$ cat src/rtl/game_event_tx_queue_if.sv
// game_event_tx_queue_if
// Byte-launch link between the event queue and the UART transmitter.
// master: queue side (drives tx_start/tx_data, observes tx_busy).
// slave : transmitter side.
interface game_event_tx_queue_if;
    logic       tx_start;
    logic [7:0] tx_data;
    logic       tx_busy;

    modport master (output tx_start, output tx_data, input tx_busy);
    modport slave  (input tx_start, input tx_data, output tx_busy);
endinterface

$ cat src/rtl/game_event_tx_queue.sv
// game_event_tx_queue
// Turns one-cycle game events (game over 'R', hit 'H', mole '0'..'4') into
// bytes, queues them in a DEPTH-entry FIFO and launches them one at a time
// to a UART transmitter through a tx_start / tx_busy handshake.
// Optional build macro: EVT_MOLE_COALESCE_EN -- drops a mole event whose
// byte repeats the last mole byte enqueued since the last clear/reset.
module game_event_tx_queue #(
    parameter int DEPTH       = 8,
    parameter int ACK_TIMEOUT = 4
) (
    input  logic                     clock,
    input  logic                     reset,
    input  logic                     clear,
    input  logic                     evt_gameover,
    input  logic                     evt_hit,
    input  logic                     evt_mole,
    input  logic [2:0]               evt_mole_index,
    game_event_tx_queue_if.master    tx,
    output logic [$clog2(DEPTH):0]   fifo_count,
    output logic                     overflow
);

    localparam int PW = $clog2(DEPTH);
    localparam int CW = PW + 1;
    localparam int AW = (ACK_TIMEOUT > 1) ? $clog2(ACK_TIMEOUT) : 1;
    localparam logic [AW-1:0] ACK_LAST = AW'(ACK_TIMEOUT - 1);

    localparam logic [1:0] IDLE      = 2'd0;
    localparam logic [1:0] LAUNCH    = 2'd1;
    localparam logic [1:0] WAIT_ACK  = 2'd2;
    localparam logic [1:0] WAIT_DONE = 2'd3;

    logic [7:0]    mem [DEPTH];
    logic [PW-1:0] wr_ptr;
    logic [PW-1:0] rd_ptr;
    logic [1:0]    state;
    logic [AW-1:0] ack_cnt;
    logic [7:0]    tx_data_q;

    logic          evt_req;
    logic [7:0]    evt_byte;
    logic          evt_drop;
    logic          fifo_full;
    logic          fifo_empty;
    logic          push;
    logic          pop;
    logic          ovf_set;

`ifdef EVT_MOLE_COALESCE_EN
    logic [7:0]    last_mole;
    logic          last_mole_vld;
    logic          mole_sel;
`endif

    assign fifo_full  = (fifo_count == CW'(DEPTH));
    assign fifo_empty = (fifo_count == '0);

    // Pick the highest-priority event this cycle and encode its byte
    always_comb begin
        evt_req  = 1'b0;
        evt_byte = '0;
        evt_drop = 1'b0;
`ifdef EVT_MOLE_COALESCE_EN
        mole_sel = 1'b0;
`endif
        if (evt_gameover) begin
            evt_req  = 1'b1;
            evt_byte = 8'h52;
            evt_drop = evt_hit | evt_mole;
        end else if (evt_hit) begin
            evt_req  = 1'b1;
            evt_byte = 8'h48;
            evt_drop = evt_mole;
        end else if (evt_mole && (evt_mole_index <= 3'd4)) begin
            evt_byte = 8'h30 + {5'b0, evt_mole_index};
`ifdef EVT_MOLE_COALESCE_EN
            mole_sel = 1'b1;
            evt_req  = !(last_mole_vld && (last_mole == evt_byte));
`else
            evt_req  = 1'b1;
`endif
        end
    end

    // A flush suppresses both sides of the FIFO; a launch is not started
    // in the flush cycle so flushed bytes are never sent.
    assign push    = evt_req && !fifo_full && !clear;
    assign pop     = (state == IDLE) && !fifo_empty && !tx.tx_busy && !clear;
    assign ovf_set = !clear && (evt_drop || (evt_req && fifo_full));

    // FIFO storage write (no reset needed on the data array)
    always_ff @(posedge clock) begin
        if (push) begin
            mem[wr_ptr] <= evt_byte;
        end
    end

    // FIFO pointers, occupancy and sticky overflow flag
    always_ff @(posedge clock or posedge reset) begin
        if (reset) begin
            wr_ptr     <= '0;
            rd_ptr     <= '0;
            fifo_count <= '0;
            overflow   <= 1'b0;
        end else if (clear) begin
            wr_ptr     <= '0;
            rd_ptr     <= '0;
            fifo_count <= '0;
            overflow   <= 1'b0;
        end else begin
            if (push) begin
                wr_ptr <= wr_ptr + 1'b1;
            end
            if (pop) begin
                rd_ptr <= rd_ptr + 1'b1;
            end
            fifo_count <= fifo_count + CW'(push) - CW'(pop);
            if (ovf_set) begin
                overflow <= 1'b1;
            end
        end
    end

`ifdef EVT_MOLE_COALESCE_EN
    // Remember the last mole byte actually enqueued
    always_ff @(posedge clock or posedge reset) begin
        if (reset) begin
            last_mole     <= '0;
            last_mole_vld <= 1'b0;
        end else if (clear) begin
            last_mole_vld <= 1'b0;
        end else if (push && mole_sel) begin
            last_mole     <= evt_byte;
            last_mole_vld <= 1'b1;
        end
    end
`endif

    // Launch FSM: pop head, pulse tx_start, wait for busy (or time out), wait for done
    always_ff @(posedge clock or posedge reset) begin
        if (reset) begin
            state     <= IDLE;
            ack_cnt   <= '0;
            tx_data_q <= '0;
        end else begin
            case (state)
                IDLE: begin
                    if (pop) begin
                        state     <= LAUNCH;
                        tx_data_q <= mem[rd_ptr];
                    end
                end
                LAUNCH: begin
                    state   <= WAIT_ACK;
                    ack_cnt <= '0;
                end
                WAIT_ACK: begin
                    if (tx.tx_busy) begin
                        state <= WAIT_DONE;
                    end else if (ack_cnt == ACK_LAST) begin
                        state <= IDLE;
                    end else begin
                        ack_cnt <= ack_cnt + 1'b1;
                    end
                end
                WAIT_DONE: begin
                    if (!tx.tx_busy) begin
                        state <= IDLE;
                    end
                end
                default: state <= IDLE;
            endcase
        end
    end

    assign tx.tx_start = (state == LAUNCH);
    assign tx.tx_data  = tx_data_q;

endmodule
$ cat src/flat_wrapper.sv
// flat-port wrapper written by rule: the top's interface ports become plain ports
module game_event_tx_queue_flat 
#(
    parameter int DEPTH       = 8,
    parameter int ACK_TIMEOUT = 4
)
  (clock, reset, clear, evt_gameover, evt_hit, evt_mole, evt_mole_index, fifo_count, overflow, tx_tx_start, tx_tx_data, tx_tx_busy);
  game_event_tx_queue_if tx_i ();
  input  logic clock;
  input  logic reset;
  input  logic clear;
  input  logic evt_gameover;
  input  logic evt_hit;
  input  logic evt_mole;
  input  logic [2:0] evt_mole_index;
  output logic [$clog2(DEPTH):0] fifo_count;
  output logic overflow;
  output wire logic [$bits(tx_i.tx_start)-1:0] tx_tx_start;
  output wire logic [$bits(tx_i.tx_data)-1:0] tx_tx_data;
  input wire logic [$bits(tx_i.tx_busy)-1:0] tx_tx_busy;
  assign tx_tx_start = tx_i.tx_start;
  assign tx_tx_data = tx_i.tx_data;
  assign tx_i.tx_busy = tx_tx_busy;
  game_event_tx_queue #(.DEPTH(DEPTH), .ACK_TIMEOUT(ACK_TIMEOUT)) u_core (.clock(clock), .reset(reset), .clear(clear), .evt_gameover(evt_gameover), .evt_hit(evt_hit), .evt_mole(evt_mole), .evt_mole_index(evt_mole_index), .tx(tx_i), .fifo_count(fifo_count), .overflow(overflow));
endmodule
$ cat config.mk
export PLATFORM = sky130hd
export DESIGN_NAME = game_event_tx_queue_flat
export DESIGN_NICKNAME = d
export VERILOG_FILES = /design/src/rtl/game_event_tx_queue_if.sv /design/src/rtl/game_event_tx_queue.sv /design/src/flat_wrapper.sv
export SDC_FILE = /design/constraint.sdc
export NUM_CORES = 1
export LEC_CHECK = 0
export BUFFER_PORTS_ARGS = -buffer_cell sky130_fd_sc_hd__buf_4
export CAP_MARGIN = 5
export CORE_MARGIN = 5
export CORE_UTILIZATION = 30
export DETAILED_ROUTE_END_ITERATION = 8
export SYNTH_ARGS = -nofsm -noshare
export SYNTH_HDL_FRONTEND = slang
export SYNTH_SLANG_ARGS = --single-unit
$ cat constraint.sdc
create_clock -name clock -period 2.8 [get_ports clock]
set_input_delay 0.14 -clock clock [delete_from_list [all_inputs] [get_ports clock]]
set_output_delay 0.14 -clock clock [all_outputs]
set_load 0.02 [all_outputs]
**Yosys cells after proc, flatten, opt, wreduce, memory -nomap -nowiden**

Memory sizes are Yosys's and may differ from the RTL's. A register that Yosys moved wholly into a read port is not among the register bits.
Index checks and enable logic that the tools add are counted.
Widths: inputs -> output; s select.

- Input port bits: 10
- Output and inout port bits: 14
- Register bits: 15
- Logic and storage cells: 72
- Memories kept: 1
- Bits in writable memories: 64

- Muxes and demuxes: 25
- $add $sub $neg: 6
- Bitwise operators: 1
- $lt $le $gt $ge: 1
- Equal/unequal tests: 10
- Reductions and logical operators: 22

Memory list:

| memory | words | bits a word | rd ports | clocked after memory_dff | write ports | RTL line | RTL |
|---|---|---|---|---|---|---|---|
| u_core.mem | 8 | 8 | 1 | 1 | 1 | game_event_tx_queue.sv:33 | `logic [7:0] mem [DEPTH];` |

Operators with widths:

| cell | number |
|---|---|
| $mux 8 | 3 |
| $mux 2 | 6 |
| $mux 3 | 4 |
| $mux 1 | 9 |
| $logic_and 1x1->1 | 8 |
| $pmux 2 s4 | 1 |
| $reduce_bool 2->1 | 4 |
| $add 6x3->7 const A | 1 |
| $add 3x1->3 const B | 2 |
| $eq 2x2->1 const B | 3 |
| $ne 2x2->1 const B | 3 |
| $reduce_and 3->1 | 2 |
| $add 4x1->4 | 1 |
| $eq 4x4->1 const B | 1 |
| $logic_not 1->1 | 4 |
| $logic_not 4->1 | 1 |
| $mux 4 | 1 |
| $pmux 2 s2 | 1 |
| $sub 4x1->4 | 1 |
| $le 3x3->1 const B | 1 |
| $ne 3x2->1 const B | 1 |
| $add 2x1->2 const B | 1 |
| $eq 2x1->1 const B | 1 |
| $logic_not 2->1 | 1 |
| 4 further kinds | 4 |

**Depth between registers and ports, before layout**

- Depth after elaboration: 10
- Gate-level depth with buffers: 14

**Worst setup path before layout**

Ideal clock, no wire load.

- Kind: register -> register
- Start point: register u_core.fifo_count[2]
- End point: register u_core.fifo_count[1]
- Data arrival time: 2.487 ns
- Slack: 0.180 ns
- Data required time: 2.668 ns
- Path buffers: 1
- Cell stages (with the launch flop): 13
- Cell sequence: dfrtp_1 > inv_1 > ha_1 > nor3b_1 > nand2b_1 > or2_2 > buf_2 > inv_1 > ha_1 > inv_1 > ha_1 > fa_1 > nor2b_1

- Longest elaborated chain between the ends: 7
- Elaborated cells on any way between the ends: 12

Ends and longest elaborated chain:

| what | RTL line | RTL |
|---|---|---|
| from (decl) | game_event_tx_queue.sv:19 | `output logic [$clog2(DEPTH):0] fifo_count,` |
| from (signal assigned) | game_event_tx_queue.sv:117 | `fifo_count <= fifo_count + CW'(push) - CW'(pop);` |
| $eq 4x4->1 or $logic_not 4->1 (tied branches) | game_event_tx_queue.sv:55, game_event_tx_queue.sv:56 |  |
| $logic_not 1->1, on equally long branches | game_event_tx_queue.sv:87, game_event_tx_queue.sv:88 |  |
| $logic_and 1x1->1, on equally long branches (2 in a row) | game_event_tx_queue.sv:87, game_event_tx_queue.sv:88 |  |
| $add 4x1->4 or $logic_and 1x1->1 (tied branches) | game_event_tx_queue.sv:117, game_event_tx_queue.sv:88 |  |
| $sub 4x1->4 * | game_event_tx_queue.sv:117 |  |
| $mux 4 * | game_event_tx_queue.sv:105 | `end else if (clear) begin` |

Mark *: on every way between the ends. The rest lies on a longest branch, timed or not.
A chain may end at the register's enable or synchronous reset.

**Final worst setup path**

- Start point: register u_core.fifo_count[2]
- End point: register u_core.fifo_count[2]

Same word-level chain as after synthesis.

==> metrics.md <==
| Metric | Value |
|---|---|
| Final TNS setup | `0 ps` |
| Reg2Reg Setup Slack | `roughly 390 ps` |
| Port bufs | `22` |
| Die area | `13670 um^2` |
| Sequential Power Share | `0.426` |
| Hold Path Class | `primary input to asynchronous set/reset pin` |
| Die height | `about 120 um` |
| Worst R2R Path Depth | `12` |
| Synth top area share | `0.4905` |
| Initial DRC Count | `roughly 100` |
| Final net count | `270` |
| Worst EP required | `3020 ps` |
| Vias/cell | `roughly 4.7` |
| Final hold viol count | `0` |
| Initial Util | `0.3028` |
| Die Width | `between 100 and 150 um` |
| Gate power share | `0.245` |
| Fill cells | `around 1100` |
| Clock Power Share | `0.329` |
| Sw Share | `0.2844` |
| Clock tree root buffer cell | `clkbuf_16` |
| Crit path time final | `2407 ps` |
| Largest cells by area after synthesis | `edfxtp_1, dfrtp_1, mux4_1` |
| WS Path Type | `register to register` |
| Least-Margin Pin Slew | `around 970 ps` |
| Initial antenna violation count | `0` |
| Period Utilization, post-route | `0.8596` |
| CTS tree | `built` |
| Drt drc | `0` |
| Crit-path cells | `inv_1, ha_1, nor3b_1, nand2b_1, or2_2, inv_1, ha_1, inv_1, ha_1, fa_1, xnor2_1, nor2_1` |
| Pleak | `between 1.5 and 2 nW` |
| Max_cap viols | `0` |
| Int Power | `roughly 2.6 mW` |
| Status | `completed` |
| Commonest non-fill, non-tap cell in the layout | `edfxtp_1` |
| DRT Pass-1 Iters | `4` |
| Switching power | `1.016 mW` |
| CP Capture Type | `register` |
| Placed cells | `around 380` |
| Register area | `2232 um^2` |
| Post-Syn Nets | `between 200 and 250` |
| Post-DR wirelength/cell | `between 15 and 20 um` |
| Post-route cell area | `just over 4000 um^2` |
| Ports | `24` |
| Worst-skew pair later-pin latency | `about 330 ps` |
| Most frequent cells in the layout | `edfxtp_1, buf_4, dfrtp_1, nor2_1, mux2_2` |
| Resized cells post-CTS | `0` |
| Max FO, Critical Path | `3` |
| Hold Buf Count CTS | `0` |
| Wirelength, routed | `~6400 um` |
| Setup bufs post-CTS | `0` |
| Final setup vio count | `0` |
| # diodes | `0` |
| Area of placed instances | `between 3000 and 4000 um^2` |
| CORE AREA | `between 10000 and 15000 um^2` |
| Layout Skew | `a little under 5 ps` |
| Sequential fraction of the synthesis area | `0.6511` |
| First-pass GRT wire length | `10180 um` |
| Cell Area, Synth | `roughly 3400 um^2` |
| VDD IR max | `between 0.0002 and 0.0003 V` |
| Critical path arrival | `2620 ps` |
| Number of buffers created by CTS | `9` |
| Via count | `around 1900` |
| Gate Count Post-Synth | `212` |
| Final Max Slew Viols | `0` |
| DP HPWL | `approximately 4300 um` |
| CTS sink count | `between 70 and 80` |
| Area of the multi-input gates | `around 1100 um^2` |
| R2r endpoint | `u_core.fifo_count[2]$_DFF_PP0_` |
| Post-synth cell types | `38` |
| Buf+Inv Stages, Crit Path | `3` |
| Reg clk slew, reported paths | `approximately 60 ps` |
| Area Overhead vs Synth | `19.78%` |
| GRT overflow | `0` |
| Largest delay share family, worst path | `adder cells` |
| Vias in the first global route | `1875` |
| Mean Syn Cell Area | `~16 um^2` |
| Pin count of the biggest net entering global routing | `23` |
| # rows | `39` |
| Total GRT Usage | `0.1027` |
| Post-synthesis sequential element count | `between 70 and 80` |
| Slowest Stage Delay on Critical Path | `380 ps` |
| ANT nets after route | `0` |
| Area leader, netlist | `edfxtp_1` |
| Relative slew slack | `0.3535` |
| Synth warn | `0` |
| CP max stage cell | `fa_1` |
| Share of cells above drive strength 1 | `0.2706` |
| RSZ-0062 raised after global routing | `no` |
| Critical path launch point type | `register` |
| GP Congestion | `~0.75` |
| Fmax | `between 400 and 500 MHz` |
| H-tree depth | `3` |
| Clk buf depth | `2` |
| Post-Layout Cell Count | `slightly below 400` |
| Power per cell area | `around 870 nW/um^2` |
| RR Startpoint | `u_core.fifo_count[2]$_DFF_PP0_` |
[kinds of logic after synthesis]
family | after synthesis | share of synthesized area
compound gates | 20 | 0.03394
xor+xnor | 4 | 0.01022
fa+ha+maj | 10 | 0.03869
buf+inv | 20 | 0.03285
flops | 78 | 0.6511
mux | 31 | 0.1609
other cells | 1 | 0.001094
simple gates | 48 | 0.07117
[layer usage]
metal | global-route usage | part of all wire | vias to the layer above | wire length (um)
met1 | 0.1254 | 0.45 | 937 | 2894
met3 | 0.02776 | 0.025 | 7 | 162
met4 | 0.03899 | 0.014 | 0 | 92
met5 | 0 | 0 | - | 0
met2 | 0.1741 | 0.51 | 20 | 3247
li1 | - | - | 887 | -
[through the flow]
step | setup slack, ps | hold WS (ps) | util | power [mW]
after CTS | 380.1 | 41.24 | 0.3627 | 3.625
after floorplan | 180.3 | 129.2 | - | 2.163
final | 393.2 | 38.14 | 0.3627 | 3.572
after detailed placement | 401.7 | 390.1 | 0.3359 | 2.446
after global routing | 197.8 | 75.81 | 0.3627 | 3.778
after global placement | 426.7 | 386.4 | 0.3359 | 2.433
[sequential cells by signal (all words and copies together) (netlist names)]
| register | count |
|---|---|
| u_core.ack_cnt | 2 |
| u_core.fifo_count | 4 |
| u_core.overflow | 1 |
| u_core.rd_ptr | 3 |
| u_core.wr_ptr | 3 |
| u_core.tx.tx_data | 7 |
| u_core.state | 2 |
| u_core.mem | 56 |
[synth_stat cells, drive strengths merged]
master and n:
a21boi 1, a21o 1, a21oi 5, a31oi 1, and3 1, and3b 1, buf 6, clkbuf 2
conb 1, dfrtp 22, edfxtp 56, fa 1, ha 9, inv 12, mux2 14, mux2i 3
mux4 14, nand2 6, nand2b 2, nand3 3, nand3b 1, nor2 16, nor2b 4, nor3 7
nor3b 2, nor4b 1, o21a 3, o21ai 8, o31ai 1, or2 2, or3 1, or3b 1
xnor2 3, xor2 1
[layout make-up]
cell class,instances,area share
Clock inverter,7,0.01920
Clock buffer,9,0.05484
Inverter,12,0.01097
Sequential cell,78,0.5436
Timing Repair Buffer,35,0.06399
Multi-Input combinational cell,114,0.2639
Tap cell,143,0.04357
[worst max path at each step]
stage	from	endpoint	slack (ps)	cells past startpoint
3_5_place_dp	u_core.fifo_count[2]$_DFF_PP0_	u_core.fifo_count[2]$_DFF_PP0_	400	12
3_3_place_gp	u_core.fifo_count[2]$_DFF_PP0_	u_core.fifo_count[2]$_DFF_PP0_	430	12
4_1_cts	u_core.fifo_count[2]$_DFF_PP0_	u_core.fifo_count[2]$_DFF_PP0_	380	12
5_1_grt	u_core.fifo_count[2]$_DFF_PP0_	u_core.fifo_count[2]$_DFF_PP0_	200	12
6_report	u_core.fifo_count[2]$_DFF_PP0_	u_core.fifo_count[2]$_DFF_PP0_	390	12
2_1_floorplan	u_core.fifo_count[2]$_DFF_PP0_	u_core.fifo_count[1]$_DFF_PP0_	180	12
[power groups by stage]
stage / logic, mW / registers, mW / clock network [mW]
2_1_floorplan: 0.567 / 1.60 / 0
3_3_place_gp: 0.888 / 1.54 / 0
3_5_place_dp: 0.898 / 1.55 / 0
4_1_cts: 0.901 / 1.53 / 1.20
5_1_grt: 0.975 / 1.54 / 1.26
6_report: 0.874 / 1.52 / 1.18
[worst register-to-register path: stages, from the launching register on]
cell and delay, ps:
dfrtp_1 370, inv_1 100, ha_1 140, nor3b_1 200, nand2b_1 200, or2_2 140, inv_1 40, ha_1 250
inv_1 40, ha_1 210, fa_1 380, xnor2_1 160, nor2_1 50
Note: power is estimated with default switching activity, not from simulation.
